File: config.mk
export PLATFORM = sky130hd
export DESIGN_NAME = alu_issue
export DESIGN_NICKNAME = d
export VERILOG_FILES = /design/src/rtl/alu_issue.sv
export SDC_FILE = /design/constraint.sdc
export NUM_CORES = 1
export LEC_CHECK = 0
export BUFFER_PORTS_ARGS = -buffer_cell sky130_fd_sc_hd__buf_2
export CAP_MARGIN = 30
export CORE_MARGIN = 2
export CORE_UTILIZATION = 35
export DETAILED_ROUTE_END_ITERATION = 8
export HOLD_SLACK_MARGIN = 0.08
export PLACE_DENSITY = 0.61
export SYNTH_ARGS = -nofsm -noshare
export SYNTH_HDL_FRONTEND = slang
export SYNTH_SLANG_ARGS = --single-unit
File: constraint.sdc
create_clock -name clk -period 2.6 [get_ports clk]
set_clock_uncertainty 0.15 [all_clocks]
set_input_delay 0.26 -clock clk [delete_from_list [all_inputs] [get_ports clk]]
set_output_delay 0.26 -clock clk [all_outputs]
set_load 0.01 [all_outputs]
File: src/rtl/alu_issue.sv
// Issue/writeback controller for a combinational ALU: accepts one instruction at a time,
// reads operands from a 16x32 register file, drives the ALU and writes the result back.
module alu_issue #(
  parameter int unsigned NREGS = 16,
  parameter int unsigned WIDTH = 32
) (
  input  logic             clk,
  input  logic             rst_n,
  input  logic             instr_valid,
  output logic             instr_ready,
  input  logic [31:0]      instr,
  output logic [2:0]       alu_op,
  output logic [WIDTH-1:0] alu_src_a,
  output logic [WIDTH-1:0] alu_src_b,
  input  logic [WIDTH-1:0] alu_res,
  output logic             wb_valid,
  output logic [3:0]       wb_addr,
  output logic [WIDTH-1:0] wb_data,
  input  logic [3:0]       dbg_addr,
  output logic [WIDTH-1:0] dbg_data
);

  localparam int unsigned AW  = 4;
  localparam int unsigned IMW = 16;

  typedef struct packed {
    logic [3:0]     opcode;
    logic [AW-1:0]  rd;
    logic [AW-1:0]  rs1;
    logic [AW-1:0]  rs2;
    logic [IMW-1:0] imm;
  } instr_t;

  typedef enum logic [1:0] {
    S_IDLE   = 2'd0,
    S_DECODE = 2'd1,
    S_EXEC   = 2'd2,
    S_WB     = 2'd3
  } state_t;

  state_t           r_state;
  state_t           w_state_nxt;
  logic             r_ready;
  logic             w_accept;
  instr_t           r_instr;
  logic [WIDTH-1:0] r_result;
  logic [WIDTH-1:0] r_rf [NREGS];
  logic [WIDTH-1:0] w_rs1_val;
  logic [WIDTH-1:0] w_rs2_val;
  logic [WIDTH-1:0] w_src_a;
  logic [WIDTH-1:0] w_src_b;

  assign instr_ready = r_ready;
  assign w_accept    = instr_valid && r_ready;

  // State register
  always_ff @(posedge clk or negedge rst_n) begin
    if (!rst_n) r_state <= S_IDLE;
    else        r_state <= w_state_nxt;
  end

  // Next-state logic: fixed four-cycle walk once an instruction is accepted
  always_comb begin
    w_state_nxt = r_state;
    case (r_state)
      S_IDLE:   if (w_accept) w_state_nxt = S_DECODE;
      S_DECODE: w_state_nxt = S_EXEC;
      S_EXEC:   w_state_nxt = S_WB;
      S_WB:     w_state_nxt = S_IDLE;
      default:  w_state_nxt = S_IDLE;
    endcase
  end

  // Operand decode; r0 reads as zero, immediates are zero-extended
  always_comb begin
    w_rs1_val = (r_instr.rs1 == '0) ? '0 : r_rf[r_instr.rs1];
    w_rs2_val = (r_instr.rs2 == '0) ? '0 : r_rf[r_instr.rs2];
    w_src_a   = w_rs1_val;
    w_src_b   = w_rs2_val;
    if (r_instr.opcode[3]) begin
      w_src_b = WIDTH'(r_instr.imm);
      if (r_instr.opcode[2:0] == 3'b000) w_src_a = WIDTH'(r_instr.imm);
    end
  end

  // Datapath registers: ready flag, instruction latch, ALU drive, result, writeback
  always_ff @(posedge clk or negedge rst_n) begin
    if (!rst_n) begin
      r_ready   <= 1'b0;
      r_instr   <= '0;
      alu_op    <= '0;
      alu_src_a <= '0;
      alu_src_b <= '0;
      r_result  <= '0;
      wb_valid  <= 1'b0;
      wb_addr   <= '0;
      wb_data   <= '0;
    end else begin
      r_ready  <= (w_state_nxt == S_IDLE);
      wb_valid <= 1'b0;
      if (r_state == S_IDLE && w_accept) r_instr <= instr;
      if (r_state == S_DECODE) begin
        alu_op    <= r_instr.opcode[2:0];
        alu_src_a <= w_src_a;
        alu_src_b <= w_src_b;
      end
      if (r_state == S_EXEC) r_result <= alu_res;
      if (r_state == S_WB) begin
        wb_valid <= 1'b1;
        wb_addr  <= r_instr.rd;
        wb_data  <= r_result;
      end
    end
  end

  // Register file; writes to r0 are dropped
  always_ff @(posedge clk or negedge rst_n) begin
    if (!rst_n) begin
      for (int i = 0; i < int'(NREGS); i++) r_rf[i] <= '0;
    end else if (r_state == S_WB && r_instr.rd != '0) begin
      r_rf[r_instr.rd] <= r_result;
    end
  end

  assign dbg_data = (dbg_addr == '0) ? '0 : r_rf[dbg_addr];

endmodule

==> key figures, run 1 <==
Timing
  • Slew HR: 0.449
  • Slew Limit Fails: 0
  • Final hold slack: between 0.15 and 0.2 ns
  • RSZ-0062 raised after global routing: yes
  • Fmax: approximately 390 MHz
  • Period utilization: 0.984
  • Clock period minus worst slack: 2.56 ns
  • Final hold viol count: 0
  • Pin slew with the least headroom to its limit: ~0.8 ns
  • Setup violators final: 0

Global routing
  • Global-route met3 utilization: 0.0460
  • GR Util met2: 0.351
  • Gr usage total: 0.223
  • Global routing's busiest layer: met2
  • Largest net degree at the start of global routing: ~110
  • GR Util met1: 0.307
  • Vias in the first global route: 26300
  • GR Overflow Total: 0
  • First-pass GRT wire length: ~180 mm
  • Initial antenna violation count: 3

Floorplan
  • Rows: ~120
  • Die X: 331 um
  • Top Ports: 208
  • Die height: between 300 and 400 um
  • Initial Utilization: 0.354
  • Total core area: approximately 110000 um^2
  • Die area: between 100000 and 150000 um^2

Synthesis
  • Synth Register Bits: about 680
  • Post-synth top flop: dfrtp_1
  • Post-synthesis cell type count: 46
  • Synth cell count leaders: dfrtp_1, mux2_2, mux4_2, mux2i_1, clkbuf_1
  • Largest area contributor in the netlist: dfrtp_1
  • Synth top area cells: dfrtp_1, mux4_2, mux2_2
  • Syn Area/Cell: 14.9 um^2
  • Post-synthesis sequential area ratio: 0.458
  • Largest family of logic cells by synthesized area: multiplexers
  • Yosys top cell area share: 0.458
  • Post-Syn Area: between 30000 and 40000 um^2
  • Post-synth EDFFs: 0
  • FFs w/ async S/R, synth: 1.00
  • Yosys warnings: 0
  • Simple-Gate Fraction of Synth Area: 0.0266
  • Multiplexer share of the synthesized area: 0.426
  • Synth Area in Compound Gates: 0.0490
  • Count leader, synth: dfrtp_1
  • Synth Area in Adders: 0.00134
  • Post-synthesis cell count: 2499
  • Syn Nets: 2574
  • XOR/XNOR Fraction of Synth Area: 0

CTS
  • Root Buffer: clkbuf_16
  • CTS Sinks: a little under 700
  • CTS buffer count: 83
  • Clock Latency Late Sink: approximately 0.65 ns
  • Clk slew on worst S/H paths: 0.06 ns
  • CTS Buffer Depth: 3
  • CTS tree: done
  • H-tree depth: 3

Job
  • MaxCap Viol Count: 0

Detailed routing
  • Routed Antenna Nets: 0
  • Residual DRC: 0
  • WL/cell: between 20 and 30 um
  • Vias per cell: about 6
  • Initial drt markers: between 2000 and 2500
  • Total Routed Length: about 120 mm
  • Router iterations before antenna repair: 5
  • Vias: about 25000

Pwr
  • Clk network pwr share: 0.215
  • Pint: 34.3 mW
  • Net Sw Frac: 0.370
  • Leak Pwr: roughly 19 nW
  • Seq pwr share: 0.377
  • NetSw: 20.1 mW
  • Combinational share of power: 0.408
  • Power Total: 54.5 mW
  • Peak supply drop: ~0.66 mV
  • PD cells: around 1200 nW/um^2

Run status
  • Status: completed

Critical path
  • Crit. Startpoint: r_rf[287]
  • Crit path to: dbg_data[31]
  • Crit. End Element: output port
  • FF-to-FF End: alu_src_a[3]
  • Worst flop-to-flop path startpoint: r_instr[21]
  • R2R depth: 5
  • CP startpoint kind: flop
  • Arr. time, crit path: 2.15 ns
  • Slack of the worst reg-to-reg path: 0.23 ns
  • Required @ worst endpoint: 2.19 ns
  • Critical path class: reg2out
  • Crit-path max FO: 4

Place
  • Hpwl dp: between 70 and 80 mm
  • Gpl congestion: ~0.84
  • Post-DP Area: approximately 41000 um^2
  • Buffers on Ports: 207

Finish
  • Nets@finish: between 2000 and 3000
  • Multi-input gate area: 18900 um^2
  • Util after Layout: 0.420
  • Share of layout cells above drive strength 1: 0.519
  • P&R area growth vs syn: 18.8%
  • Fill cells: between 9000 and 10000
  • Antenna cell count: 0
  • Design Area, Final: 44300 um^2
  • Register area: between 15000 and 20000 um^2

Hold path
  • Worst Hold Class: in2async
-- power by group through the flow --
stage	clock network (mW)	registers, mW	logic, mW
3_5_place_dp	0	20.5	22.1
2_1_floorplan	0	17.9	16.4
3_3_place_gp	0	20.1	21.6
5_1_grt	12.4	21.1	23.7
4_1_cts	12.0	20.3	22.3
6_report	11.7	20.5	22.2
-- through the flow --
| step | setup WS (ns) | TNS (ns) | cells |
|---|---|---|---|
| 5_1_grt | -0.0549 | -0.115 | 4193 |
| 6_report | 0.0417 | 0 | 4193 |
| 4_1_cts | 0.00395 | 0 | 4186 |
| 3_3_place_gp | 0.209 | 0 | 3968 |
| 3_5_place_dp | 0.223 | 0 | 3968 |
| 2_1_floorplan | 0.581 | 0 | 2499 |
-- state kept, by name, summed over array words and instances (netlist names) --
signal and flops:
r_instr 32, instr_ready 1, r_state 2, wb_addr 4
alu_src_b 32, alu_op 3, wb_valid 1, r_result 32
alu_src_a 32, r_rf 512, wb_data 32
-- cell usage in the layout (no fill, tap or decap), types with 11 or more instances in the layout --
cell           count
dfrtp_1          676
mux2_2           547
mux4_2           333
buf_2            202
mux2i_1          133
buf_4             96
clkbuf_16         85
dlygate4sd3_1     67
buf_12            67
a21oi_1           59
nand2b_1          50
a221o_1           46
mux2_1            40
nand2_1           36
nor2_1            32
o221ai_1          32
mux2_4            30
a22oi_1           29
clkbuf_1          19
inv_1             18
a31oi_1           18
nor2b_1           17
clkbuf_8          16
o22ai_1           15
o31ai_1           15
o211ai_1          13
o21ai_0           12
clkinv_2          12
a21oi_2           11
-- critical path, cell delays in order (launching register included) --
cell and delay (ns):
dfrtp_1 0.42, mux4_2 0.49, nand2b_1 0.16, a21oi_1 0.18, a21oi_2 0.10, buf_2 0.16
-- cell type report --
cell class | count | area share
Tap cell | 1391 | 0.0392
Inverter | 18 | 0.00152
Sequential cell | 683 | 0.386
Multi-Input combinational cell | 1520 | 0.427
Timing Repair Buffer | 434 | 0.0850
Clock buffer | 120 | 0.0545
Clock inverter | 27 | 0.00694
-- how the worst min path moves through the flow --
| stage | slack [ns] | cells past startpoint | startpoint | endpoint |
|---|---|---|---|---|
| 2_1_floorplan | -0.19 | 0 | rst_n | alu_op[0] |
| 3_3_place_gp | 0.04 | 1 | rst_n | r_rf[510] |
| 3_5_place_dp | 0.05 | 1 | rst_n | r_instr[23] |
| 4_1_cts | 0.17 | 3 | rst_n | r_rf[478] |
| 5_1_grt | 0.20 | 3 | rst_n | r_rf[478] |
| 6_report | 0.18 | 3 | rst_n | r_rf[478] |
-- routing by layer --
metal  part of all wire  wire, um  vias to the layer above
li1                   -         -                    10200
met3              0.075      9090                      207
met5            0.00011        13                        -
met1               0.42     50900                    13500
met2               0.47     57400                     1152
met4              0.031      3710                        2
-- cells by family after synthesis --
| family | after synthesis |
|---|---|
| DFF | 683 |
| and+or+nand+nor | 176 |
| adders and majority gates | 4 |
| muxes | 1084 |
| buffers and inverters | 296 |
| AOI/OAI and AO/OA | 256 |
-- timing repair --
item / in CTS / in global routing
setup endpoints to repair: 2 / 13
buffers inserted: 4 / 7
gates resized for setup: 3 / 10
endpoints found under the hold margin: 749 / 0
gates cloned: 0 / 0
hold buffers: 67 / 0
pin swaps: 0 / 0
Note: power is estimated with default switching activity, not from simulation.
==> run 2, diff against run 1 <==
--- a/config.mk
+++ b/config.mk
@@ -11,6 +11,7 @@
 export CORE_UTILIZATION = 35
 export DETAILED_ROUTE_END_ITERATION = 8
 export HOLD_SLACK_MARGIN = 0.08
+export MAX_ROUTING_LAYER = met4
 export PLACE_DENSITY = 0.61
 export SYNTH_ARGS = -nofsm -noshare
 export SYNTH_HDL_FRONTEND = slang
==> run 2 against run 1 <==
Critical endpoint unchanged. Via count increased by 0.27%. Combinational power about the same. Highest routed layer is now met4. Sequential share of layout area about the same. Non-clock buffer count unchanged. Setup slack improved by 0.0013 ns.
==> key figures, run 2 (synthesis gave the netlist of run 1 again) <==
CTS
  • Clock Latency Late Sink: 0.65 ns (about the same)
  • H-tree depth: 3 (unchanged)
  • Clk slew on worst S/H paths: 0.06 ns (about the same)
  • CTS buffer count: 83 (unchanged)
  • Root Buffer: clkbuf_16 (unchanged)
  • CTS tree: done (unchanged)
  • CTS Buffer Depth: 3 (unchanged)
  • CTS Sinks: 683 (unchanged)

Global routing
  • Largest net degree at the start of global routing: 111 (unchanged)
  • GR Overflow Total: 0 (unchanged)
  • Initial antenna violation count: 3 (unchanged)
  • First-pass GRT wire length: 181 mm (about the same)
  • Gr usage total: 0.230 (was 0.223)
  • Vias in the first global route: 26200 (was 26300)

Timing
  • Period utilization: 0.983 (was 0.984)
  • Pin slew with the least headroom to its limit: 0.835 ns (was 0.824 ns)
  • Final hold viol count: 0 (unchanged)
  • Setup violators final: 0 (unchanged)
  • Fmax: 391 MHz (about the same)
  • Slew HR: 0.441 (was 0.449)
  • RSZ-0062 raised after global routing: yes (unchanged)
  • Setup_tns: 0 ns (unchanged)
  • Clock period minus worst slack: 2.56 ns (about the same)
  • Slew Limit Fails: 0 (unchanged)
  • Post-route setup slack: 0.0430 ns (was 0.0417 ns)

Pwr
  • Power Total: 54.5 mW (about the same)
  • PD cells: 1230 nW/um^2 (about the same)
  • Leak Pwr: 19.2 nW (unchanged)
  • Peak supply drop: 0.669 mV (was 0.664 mV)

Place
  • Pre-CTS setup slack: 0.223 ns (unchanged)
  • Placed Cells incl. Taps: 3968 (unchanged)
  • Post-DP Area: 40800 um^2 (unchanged)
  • Hpwl dp: 75.8 mm (unchanged)
  • Gpl congestion: 0.849 (was 0.835)
  • Buffers on Ports: 207 (unchanged)

Critical path
  • CP startpoint kind: flop (unchanged)
  • Critical path class: reg2out (unchanged)
  • Arr. time, crit path: 2.15 ns (about the same)
  • Crit. End Element: output port (unchanged)
  • Crit-path max FO: 4 (unchanged)
  • Required @ worst endpoint: 2.19 ns (about the same)

Finish
  • Leading cell type in the layout, fill and taps excluded: dfrtp_1 (unchanged)
  • Top reg by flops: r_rf (unchanged)
  • Share of layout cells above drive strength 1: 0.519 (unchanged)
  • Max FFs per register: 512 (unchanged)
  • Design Area, Final: 44400 um^2 (was 44300 um^2)
  • P&R area growth vs syn: 18.8% (about the same)
  • Commonest cells after routing, fill and taps aside: dfrtp_1, mux2_2, mux4_2, buf_2, mux2i_1 (unchanged)
  • Cell Count, Final, Fillers Out: 4195 (was 4193)
  • Nets@finish: 2815 (unchanged)

Detailed routing
  • Router iterations before antenna repair: 5 (unchanged)
  • Residual DRC: 0 (unchanged)
  • Vias: 25200 (was 25100)
  • Vias per cell: 6.00 (was 5.99)
  • Initial drt markers: 2316 (was 2240)
  • Total Routed Length: 121 mm (about the same)
  • WL/cell: 28.9 um (about the same)
  • Routed Antenna Nets: 0 (unchanged)

Floorplan
  • Die area: 109000 um^2 (unchanged)
  • Total core area: 106000 um^2 (unchanged)
  • Top Ports: 208 (unchanged)
  • Rows: 119 (unchanged)
  • Initial Utilization: 0.354 (unchanged)
  • Die X: 331 um (unchanged)
  • Die height: 331 um (unchanged)

Hold path
  • Worst Hold Class: in2async (unchanged)

Run status
  • Status: completed (unchanged)

Job
  • MaxCap Viol Count: 0 (unchanged)
## run 2: cell types whose count changed in the layout (fill, tap and decap cells not counted), sizes merged
cell | previous run | this run
diode | 0 | 2
## run 2: critical path, stage by stage, from the launching register on
cell and delay (ns):
dfrtp_1 0.42, mux4_2 0.48, nand2b_1 0.15, a21oi_1 0.19, a21oi_2 0.10, buf_2 0.16
## run 2: routing by layer
layer | vias up | global-route usage | part of all wire
li1 | 10200 | - | -
met1 | 13600 | 0.309 | 0.42
met2 | 1165 | 0.352 | 0.47
met3 | 245 | 0.0426 | 0.074
met4 | 0 | 0.0734 | 0.032
met5 | - | - | 0
## run 2: final cells by class
class                           count  area [um^2]
Sequential cell                   683        17100
Inverter                           18         67.6
Multi-Input combinational cell   1520        18900
Clock buffer                      120         2420
Antenna cell                        2         5.00
Tap cell                         1391         1740
Timing Repair Buffer              434         3770
Clock inverter                     27          308
Fill cell                        9493        61200
## run 2: what timing repair did
action,CTS,global route
endpoints found under the setup margin,2,13
buffers inserted,4,7
gates resized for setup,3,10
hold endpoints to repair,749,0
hold buffers,67,0
## run 2: power by group
part	internal (mW)	leakage [nW]	switching, mW
Clock	6.95	1.34	4.76
Sequential	14.9	8.84	5.65
Combinational	12.5	8.98	9.72
## run 2: worst paths after layout
kind / startpoint / end / slack [ns] / cells after the start
setup / recovery: r_rf[287] / dbg_data[31] / 0.04 / 5
hold / removal: rst_n / r_rf[478] / 0.18 / 3
setup reg to reg: r_instr[31] / alu_src_a[0] / 0.22 / 5
hold reg to reg: r_rf[489] / r_rf[489] / 0.25 / 0
max in group asynchronous: rst_n / r_instr[22] / 0.81 / 3
min in group clk: instr[10] / r_instr[10] / 0.23 / 3
## run 2: metrics by stage
| stage | util | hold WS [ns] |
|---|---|---|
| final | 0.420 | 0.177 |
| after global routing | 0.420 | 0.200 |
| after CTS | 0.419 | 0.166 |
| after detailed placement | 0.387 | 0.0480 |
| after global placement | 0.387 | 0.0398 |
| after floorplan | - | -0.186 |
